File: src/rtl/stream_rr_arbiter_pkg.sv
// ============================================================================
// stream_rr_arbiter_pkg: shared FSM encodings and width helper, rev 1.0
// ============================================================================
`default_nettype none

package stream_rr_arbiter_pkg;

    typedef enum logic [0:0] {
        ST_IDLE  = 1'b0,
        ST_GRANT = 1'b1
    } state_e;

    // Index width for n sources; never narrower than one bit.
    function automatic int clog2_min1(input int n);
        int w;
        w = 0;
        while ((1 << w) < n) begin
            w++;
        end
        if (w < 1) begin
            w = 1;
        end
        return w;
    endfunction

endpackage

`default_nettype wire

File: src/rtl/stream_rr_pick.sv
// ============================================================================
// stream_rr_pick: rotate-and-priority-encode search starting after ptr, rev 1.0
// ============================================================================
`default_nettype none

module stream_rr_pick
    import stream_rr_arbiter_pkg::*;
#(
    parameter int NUM_SRC = 4,
    parameter int ID_W    = clog2_min1(NUM_SRC)
) (
    input  logic [NUM_SRC-1:0] req,
    input  logic [ID_W-1:0]    ptr,
    output logic               found,
    output logic [ID_W-1:0]    idx
);

    int              w_cand;
    logic [ID_W-1:0] w_cand_id;

    // Candidates visited in order ptr+1, ptr+2, ... wrapping; the first hit wins.
    always_comb begin
        found     = 1'b0;
        idx       = '0;
        w_cand    = 0;
        w_cand_id = '0;
        for (int k = 1; k <= NUM_SRC; k++) begin
            w_cand    = (int'(ptr) + k) % NUM_SRC;
            w_cand_id = ID_W'(w_cand);
            if (!found && req[w_cand_id]) begin
                found = 1'b1;
                idx   = w_cand_id;
            end
        end
    end

endmodule

`default_nettype wire

File: src/rtl/stream_rr_arbiter.sv
// ============================================================================
// stream_rr_arbiter: packet-locked round-robin AXI-Stream arbiter, rev 1.0
// ============================================================================
`default_nettype none

module stream_rr_arbiter
    import stream_rr_arbiter_pkg::*;
#(
    parameter  int NUM_SRC    = 4,
    parameter  int DATA_WIDTH = 32,
    localparam int ID_W       = clog2_min1(NUM_SRC)
) (
    input  logic                          clk,
    input  logic                          rst_n,
    input  logic [NUM_SRC*DATA_WIDTH-1:0] s_axis_tdata,
    input  logic [NUM_SRC-1:0]            s_axis_tvalid,
    input  logic [NUM_SRC-1:0]            s_axis_tlast,
    output logic [NUM_SRC-1:0]            s_axis_tready,
    input  logic [NUM_SRC-1:0]            src_en,
    output logic [DATA_WIDTH-1:0]         m_axis_tdata,
    output logic [ID_W-1:0]               m_axis_tid,
    output logic                          m_axis_tlast,
    output logic                          m_axis_tvalid,
    input  logic                          m_axis_tready,
    output logic                          busy
);

    localparam logic [ID_W-1:0] c_PTR_RESET = ID_W'(NUM_SRC - 1);

    state_e                state_q, state_d;
    logic [ID_W-1:0]       gnt_q, gnt_d;
    logic [ID_W-1:0]       rr_ptr_q, rr_ptr_d;
    logic [DATA_WIDTH-1:0] tdata_q;
    logic [ID_W-1:0]       tid_q;
    logic                  tlast_q;
    logic                  tvalid_q;

    logic [NUM_SRC-1:0]    w_req;
    logic                  w_pick_found;
    logic [ID_W-1:0]       w_pick_idx;
    logic                  w_src_ready;
    logic                  w_accept;
    logic                  w_sel_last;
    logic [DATA_WIDTH-1:0] w_src_data [NUM_SRC];

    for (genvar i = 0; i < NUM_SRC; i++) begin : g_unpack
        assign w_src_data[i] = s_axis_tdata[i*DATA_WIDTH +: DATA_WIDTH];
    end

    // src_en only qualifies new arbitration; an active grant ignores it.
    assign w_req = s_axis_tvalid & src_en;

    stream_rr_pick #(
        .NUM_SRC (NUM_SRC),
        .ID_W    (ID_W)
    ) u_pick (
        .req   (w_req),
        .ptr   (rr_ptr_q),
        .found (w_pick_found),
        .idx   (w_pick_idx)
    );

    assign w_src_ready = (state_q == ST_GRANT) && (!tvalid_q || m_axis_tready);
    assign w_accept    = w_src_ready && s_axis_tvalid[gnt_q];
    assign w_sel_last  = s_axis_tlast[gnt_q];

    always_ff @(posedge clk or negedge rst_n) begin
        if (!rst_n) begin
            state_q  <= ST_IDLE;
            gnt_q    <= '0;
            rr_ptr_q <= c_PTR_RESET;
        end else begin
            state_q  <= state_d;
            gnt_q    <= gnt_d;
            rr_ptr_q <= rr_ptr_d;
        end
    end

    always_comb begin
        state_d  = state_q;
        gnt_d    = gnt_q;
        rr_ptr_d = rr_ptr_q;
        case (state_q)
            ST_IDLE: begin
                if (w_pick_found) begin
                    gnt_d   = w_pick_idx;
                    state_d = ST_GRANT;
                end
            end
            ST_GRANT: begin
                if (w_accept && w_sel_last) begin
                    rr_ptr_d = gnt_q;
                    state_d  = ST_IDLE;
                end
            end
            default: state_d = ST_IDLE;
        endcase
    end

    always_comb begin
        s_axis_tready = '0;
        for (int i = 0; i < NUM_SRC; i++) begin
            s_axis_tready[i] = w_src_ready && (gnt_q == ID_W'(i));
        end
        busy = (state_q == ST_GRANT);
    end

    // Single-entry output register: reload on accept, otherwise drain on handshake.
    always_ff @(posedge clk or negedge rst_n) begin
        if (!rst_n) begin
            tdata_q  <= '0;
            tid_q    <= '0;
            tlast_q  <= 1'b0;
            tvalid_q <= 1'b0;
        end else if (w_accept) begin
            tdata_q  <= w_src_data[gnt_q];
            tid_q    <= gnt_q;
            tlast_q  <= w_sel_last;
            tvalid_q <= 1'b1;
        end else if (tvalid_q && m_axis_tready) begin
            tvalid_q <= 1'b0;
        end
    end

    assign m_axis_tdata  = tdata_q;
    assign m_axis_tid    = tid_q;
    assign m_axis_tlast  = tlast_q;
    assign m_axis_tvalid = tvalid_q;

endmodule

`default_nettype wire

File: config.mk
export PLATFORM = sky130hd
export DESIGN_NAME = stream_rr_arbiter
export DESIGN_NICKNAME = d
export VERILOG_FILES = /design/src/rtl/stream_rr_arbiter_pkg.sv /design/src/rtl/stream_rr_pick.sv /design/src/rtl/stream_rr_arbiter.sv
export SDC_FILE = /design/constraint.sdc
export NUM_CORES = 1
export LEC_CHECK = 0
export BUFFER_PORTS_ARGS = -buffer_cell sky130_fd_sc_hd__buf_4
export CAP_MARGIN = 20
export CELL_PAD_IN_SITES_DETAIL_PLACEMENT = 0
export CELL_PAD_IN_SITES_GLOBAL_PLACEMENT = 1
export CORE_MARGIN = 5
export CORE_UTILIZATION = 34
export DETAILED_ROUTE_END_ITERATION = 12
export GPL_ROUTABILITY_DRIVEN = 0
export PLACE_DENSITY_LB_ADDON = 0.08
export SLEW_MARGIN = 0
export SYNTH_ARGS = -nofsm -noshare
export SYNTH_HDL_FRONTEND = slang
export SYNTH_SLANG_ARGS = --single-unit
File: constraint.sdc
create_clock -name clk -period 4.8 [get_ports clk]
set_clock_uncertainty 0.05 [all_clocks]
set_input_delay 0.72 -clock clk [delete_from_list [all_inputs] [get_ports clk]]
set_output_delay 0.72 -clock clk [all_outputs]
set_load 0.005 [all_outputs]
Word-level counts from Yosys, hierarchy flattened
Index checks and enable logic that the tools add are counted.
{"block": "word_totals", "memories": 0, "ram_bits": 0, "romBits": 0, "input_bits": 143, "latch_bits": 0, "output_inout_bits": 41, "elab_cells": 71, "reg_bits": 41}
{"block": "classes", "order_cmp": 6, "n_addsub": 4, "n_bitwise": 3, "shifts": 0, "mul": 0, "div": 0, "mux": 28, "eq_ne": 3, "reduce_logical": 20}
{"cell": "32-bit binary-select mux with 2-bit select", "n": 1}
{"cell": "32-bit two-way mux", "n": 2}
{"cell": "2-bit by 3-bit less-than comparator with 1-bit output (second input constant)", "n": 5}
{"cell": "1-bit two-way mux", "n": 14}
{"cell": "1-bit binary-select mux with 2-bit select", "n": 6}
{"cell": "1-bit logical AND", "n": 11}
{"cell": "2-bit two-way mux", "n": 4}
{"cell": "2-bit by 1-bit adder with 2-bit output (second input constant)", "n": 2}
{"cell": "2-bit adder (second input constant)", "n": 2}
{"cell": "4-bit AND", "n": 1}
{"cell": "2-bit == test (second input constant)", "n": 2}
{"cell": "1-bit zero test", "n": 4}
{"cell": "2-bit AND reduction", "n": 2}
{"cell": "3-bit >= comparator (second input constant)", "n": 1}
{"cell": "2-bit NOT with 3-bit output", "n": 1}
{"cell": "2-bit by 1-bit == test with 1-bit output (second input constant)", "n": 1}
{"cell": "2-bit zero test", "n": 1}
{"cell": "1-bit one-hot mux with 2 select lines", "n": 1}
{"cell": "2-bit nonzero test", "n": 1}
{"cell": "1-bit logical OR", "n": 1}
{"cell": "1-bit NOT", "n": 1}

Logic depth before layout (Yosys ltp)
{"block": "logic_depth", "word_depth": 15, "depth_mapped": 5, "mapped_depth_nobuf": 4}

Hierarchy
A second synthesis with hierarchy kept.
{"block": "unflattened", "hier_cells": 158, "area_unflattened_um2": 2613.8}
{"module": "stream_rr_arbiter", "cells_each": 144, "area_per_inst_um2": 2522.4, "seq_area_each_um2": 1028.5, "n_inst": 1}
{"module": "stream_rr_pick", "cells_each": 14, "area_per_inst_um2": 91.3, "seq_area_each_um2": 0.0, "n_inst": 1}

Least setup slack after synthesis
OpenSTA, ideal clock, no wires.
{"block": "synth_path", "path_kind": "input to register", "startpoint": "input port s_axis_tvalid[3]", "endpoint": "register tdata_q[10] (netlist: m_axis_tdata[10])", "slack_ns": 2.770, "arrival_ns": 1.855, "setup_ns": 0.125, "stages": 4, "path_cell_list": "mux4_2 -> nand3_4 -> buf_8 -> mux2_4"}
{"block": "synth_via", "elab_chain_cells": 3}
{"item": "start: declaration", "line": "stream_rr_arbiter.sv:16", "text": "input logic [NUM_SRC-1:0] s_axis_tvalid,"}
{"item": "1-bit binary-select mux with 2-bit select", "line": "stream_rr_arbiter.sv:64", "text": "assign w_accept = w_src_ready && s_axis_tvalid[gnt_q];"}
{"item": "1-bit two-way mux (implied by the code)", "line": "stream_rr_arbiter.sv:64"}
{"item": "1-bit logical AND", "line": "stream_rr_arbiter.sv:64"}
{"item": "end signal: assignment", "line": "stream_rr_arbiter.sv:116", "text": "tdata_q <= w_src_data[gnt_q];"}
{"item": "end: declaration", "line": "stream_rr_arbiter.sv:33", "text": "logic [DATA_WIDTH-1:0] tdata_q;"}
Every way passes these cells. The select of a mux whose other input is x is not followed.
A chain may end at the register's enable or synchronous reset.

Worst setup path in the final report
{"block": "layout_path", "startpoint": "register gnt_q[1]", "endpoint": "register tdata_q[3] (netlist: m_axis_tdata[3])"}
{"block": "layout_via", "elab_chain_cells": 4}
{"item": "start: declaration", "line": "stream_rr_arbiter.sv:31", "text": "logic [ID_W-1:0] gnt_q, gnt_d;"}
{"item": "start signal: assignment", "line": "stream_rr_arbiter.sv:74", "text": "gnt_q <= gnt_d;"}
{"item": "2-bit NOT with 3-bit output (implied by the code)", "line": "stream_rr_arbiter.sv:116"}
{"item": "32-bit binary-select mux with 2-bit select", "line": "stream_rr_arbiter.sv:116"}
{"item": "32-bit two-way mux (implied by the code) (2 in series)", "line": "stream_rr_arbiter.sv:116"}
Parallel ways exist; a longest one is shown, timed or not. The select of a mux whose other input is x is not followed.

==> results.sh <==
export IMPL_run_status="completed"
export IMPL_seqPwrFrac_pct=31.0
export IMPL_r2r_setup_slack_ns=2.09
export IMPL_n_fill_cell=679
export IMPL_drcViolationCount=0
export IMPL_cts_clk_slew_worst_paths_ns=0.07
export IMPL_required_ns=4.92
export IMPL_tritoncts="done"
export IMPL_cts_buffers=5
export IMPL_grt_max_degree=42
export IMPL_syn2layout_area_growth_pct=58.0
export IMPL_fin_util_pct=54.3
export IMPL_hold_viol_final=0
export IMPL_drive_gt1_share_pct=76.4
export IMPL_synth_top_family_by_area="multiplexers"
export IMPL_reg2reg_to="m_axis_tdata[3]$_DFFE_PN0P_"
export IMPL_path_class="reg -> reg"
export IMPL_slew_headroom_pct=40.0
export IMPL_clock_fmax_mhz=369
export IMPL_fp_dieW_um=97.7
export IMPL_start_util_pct=34.4
export IMPL_wirelength_um=7660
export IMPL_cts_resized=0
export IMPL_synth_compound_area_share_pct=3.63
export IMPL_vias_per_cell=4.88
export IMPL_clock_latency_ns=0.29
export IMPL_die_h_um=97.7
export IMPL_synthMuxAreaShare_pct=48.6
export IMPL_cpPeakStageDelay_ns=0.96
export IMPL_worstMarginPinSlew_ns=0.901
export IMPL_clockPowerShare_pct=11.7
export IMPL_setup_viol_count_final=0
export IMPL_wl_per_cell_um=17.4
export IMPL_synth_xor_area_share_pct=0
export IMPL_setup_tns_ns=0
export IMPL_synthSimpleGateAreaFrac_pct=4.45
export IMPL_synth_cell_area_um2=2620
export IMPL_p_int_mw=1.57
export IMPL_syn_area_per_cell_um2=16.5
export IMPL_multi_input_area_um2=1480
export IMPL_async_reset_ff_share_pct=100
export IMPL_min_path_type="in -> async"
export IMPL_synthDistinctLibCells=33
export IMPL_cp_slowest_cell="dfrtp_2"
export IMPL_grt_overflow=0
export IMPL_finalCritPeriodShare_pct=56.5
export IMPL_crit_path_cell_trace="mux4_2 > nand3_4 > mux2_2"
export IMPL_synth_nets=302
export IMPL_power_mw=2.29
export IMPL_vias=2154
export IMPL_place_area_um2=4030
export IMPL_ant_nets=0
export IMPL_fin_crit_ns=2.71
export IMPL_crit_fanout=39
export IMPL_stdcell_area_um2=4130
export IMPL_synth_edf_count=0
export IMPL_grt_usage_pct=16.2
export IMPL_synth_cells=159
export IMPL_hold_buffers=0
export IMPL_io_buffers=183
export IMPL_yosysTopAreaCell="dfrtp_1"
export IMPL_synth_top_area_share_pct=37.3
export IMPL_n_antenna_cell=0
export IMPL_ir_worst_vdd_mv=0.229
export IMPL_grt_pass1_vias=2487
export IMPL_post_cts_buffers=0
export IMPL_ys_top_cells_by_area="dfrtp_1 (37%), mux4_2 (25%), mux2_4 (14%)"
export IMPL_final_nets=481
export IMPL_reg2reg_from="gnt_q[1]$_DFFE_PN0P_"
export IMPL_synth_commonest_cells="dfrtp_1 (39), mux4_2 (29), mux2_4 (25), nand2_1 (11), mux2_2 (9)"
export IMPL_ys_seq_elements=41
export IMPL_cts_sinks=41
export IMPL_drtIter0Drc=51
export IMPL_rsz0062_at_grt="no"
export IMPL_worst_setup_path_start_kind="flip-flop"
export IMPL_pwr_density_cell_nw_per_um2=554
export IMPL_whs_ns=0.351
export IMPL_combPwrFrac_pct=57.3
export IMPL_seqCellArea_um2=1030
export IMPL_p_leak_nw=2.00
export IMPL_seq_area_frac_synth_pct=39.3
export IMPL_critPathArrivalTime_ns=2.84
export IMPL_grt_antenna_before_repair=0
export IMPL_reg2regPathDepth=3
export IMPL_grt_pass1_wl_um=12400
export IMPL_yosysMostFrequentCell="dfrtp_1"
export IMPL_post_dp_hpwl_um=6100
export IMPL_sw_frac_of_total_pct=31.5
export IMPL_synth_ff_type="dfrtp_1"
export IMPL_cts_buffer_depth=2
export IMPL_p_sw_uw=722
export IMPL_cts_max_level=2
export IMPL_die_area_um2=9550
export IMPL_drt_first_pass_iters=4
export IMPL_drv_slew=0
export IMPL_maxCapViolations=0
export IMPL_cts_root_buf="clkbuf_8"
export IMPL_ys_warn_count=0
export IMPL_core_rowCount=32
export IMPL_synthAdderAreaFrac_pct=0
export IMPL_io_pins=184
export IMPL_worstSetupEndpointType="flip-flop"
export IMPL_core_area_um2=7610
## metal layers
layer / up-vias / routed length, um / global-route usage (%)
li1: 1001 / - / -
met1: 1027 / 2840 / 18.9
met2: 121 / 3980 / 27.8
met3: 5 / 780 / 6.39
met4: 0 / 64 / 4.15
met5: - / 0 / 0
## cells by family (layout without fill, tap and decap cells)
kind of cell | after synthesis | in the layout
AO/OA/AOI/OAI | 14 | 14
buffers and inverters | 13 | 193
flip-flops | 41 | 41
multiplexers | 69 | 69
AND/OR/NAND/NOR | 22 | 22
## metrics by stage
step,setup slack [ns],std cells
2_1_floorplan,2.77,159
3_3_place_gp,2.08,433
3_5_place_dp,2.05,433
4_1_cts,2.04,441
5_1_grt,1.93,441
6_report,2.09,441
## critical path: cells and delay by family, from the launching register on
| family | cells | cell delay (ns) |
|---|---|---|
| mux | 2 | 1.04 |
| simple gates | 1 | 0.50 |
| flops | 1 | 0.96 |
## power groups by stage
stage                     clock network (mW)  logic, mW  registers, mW
after floorplan                            0      0.938          0.647
after global placement                     0       1.33          0.713
after detailed placement                   0       1.35          0.711
after CTS                              0.281       1.35          0.713
after global routing                   0.296       1.42          0.741
final                                  0.269       1.31          0.709
## cell type report
type	count	area share (%)
repair buffers	184	33.4
clock buffers	6	1.76
clock inverters	2	0.847
inverters	1	0.0908
multi-input cells	105	35.9
well taps	102	3.09
flip-flops and latches	41	24.9
## flip-flops by register name, indices dropped and copies added (netlist names)
register / count
m_axis_tdata: 32
gnt_q: 2
m_axis_tid: 2
rr_ptr_q: 2
busy: 1
m_axis_tlast: 1
m_axis_tvalid: 1
## how the worst max path moves through the flow
stage / from / to / slack (ns) / cells past startpoint
6_report: gnt_q[1]$_DFFE_PN0P_ / m_axis_tdata[3]$_DFFE_PN0P_ / 2.09 / 3
3_5_place_dp: gnt_q[1]$_DFFE_PN0P_ / m_axis_tdata[8]$_DFFE_PN0P_ / 2.05 / 3
5_1_grt: gnt_q[1]$_DFFE_PN0P_ / m_axis_tdata[3]$_DFFE_PN0P_ / 1.93 / 3
4_1_cts: gnt_q[1]$_DFFE_PN0P_ / m_axis_tdata[3]$_DFFE_PN0P_ / 2.04 / 3
2_1_floorplan: s_axis_tvalid[3] / m_axis_tdata[10]$_DFFE_PN0P_ / 2.77 / 4
3_3_place_gp: gnt_q[1]$_DFFE_PN0P_ / m_axis_tdata[5]$_DFFE_PN0P_ / 2.08 / 3
## cell usage in the layout (no fill, tap or decap)
cell | Yosys | layout
buf_4 | 2 | 184
dfrtp_1 | 39 | 37
mux4_2 | 29 | 29
mux2_4 | 25 | 25
nand2_1 | 11 | 11
mux2_2 | 9 | 9
mux4_1 | 5 | 5
clkbuf_8 | 1 | 5
o21ai_0 | 4 | 4
nand2b_1 | 2 | 2
nor3_1 | 2 | 2
nor2_1 | 2 | 2
a22oi_1 | 2 | 2
a21oi_1 | 2 | 2
dfrtp_2 | 0 | 2
dfstp_2 | 2 | 2
nand3_1 | 1 | 1
inv_1 | 1 | 1
nand4_1 | 1 | 1
o21a_1 | 1 | 1
nand3_4 | 1 | 1
a31oi_1 | 1 | 1
nor3b_1 | 1 | 1
a311oi_1 | 1 | 1
o41ai_1 | 1 | 1
mux2i_1 | 1 | 1
a2bb2oi_1 | 1 | 1
and4_1 | 1 | 1
o32a_1 | 1 | 1
clkinv_2 | 0 | 1
bufinv_16 | 0 | 1
clkbuf_1 | 3 | 1
Power figures use the tool's default switching activity.
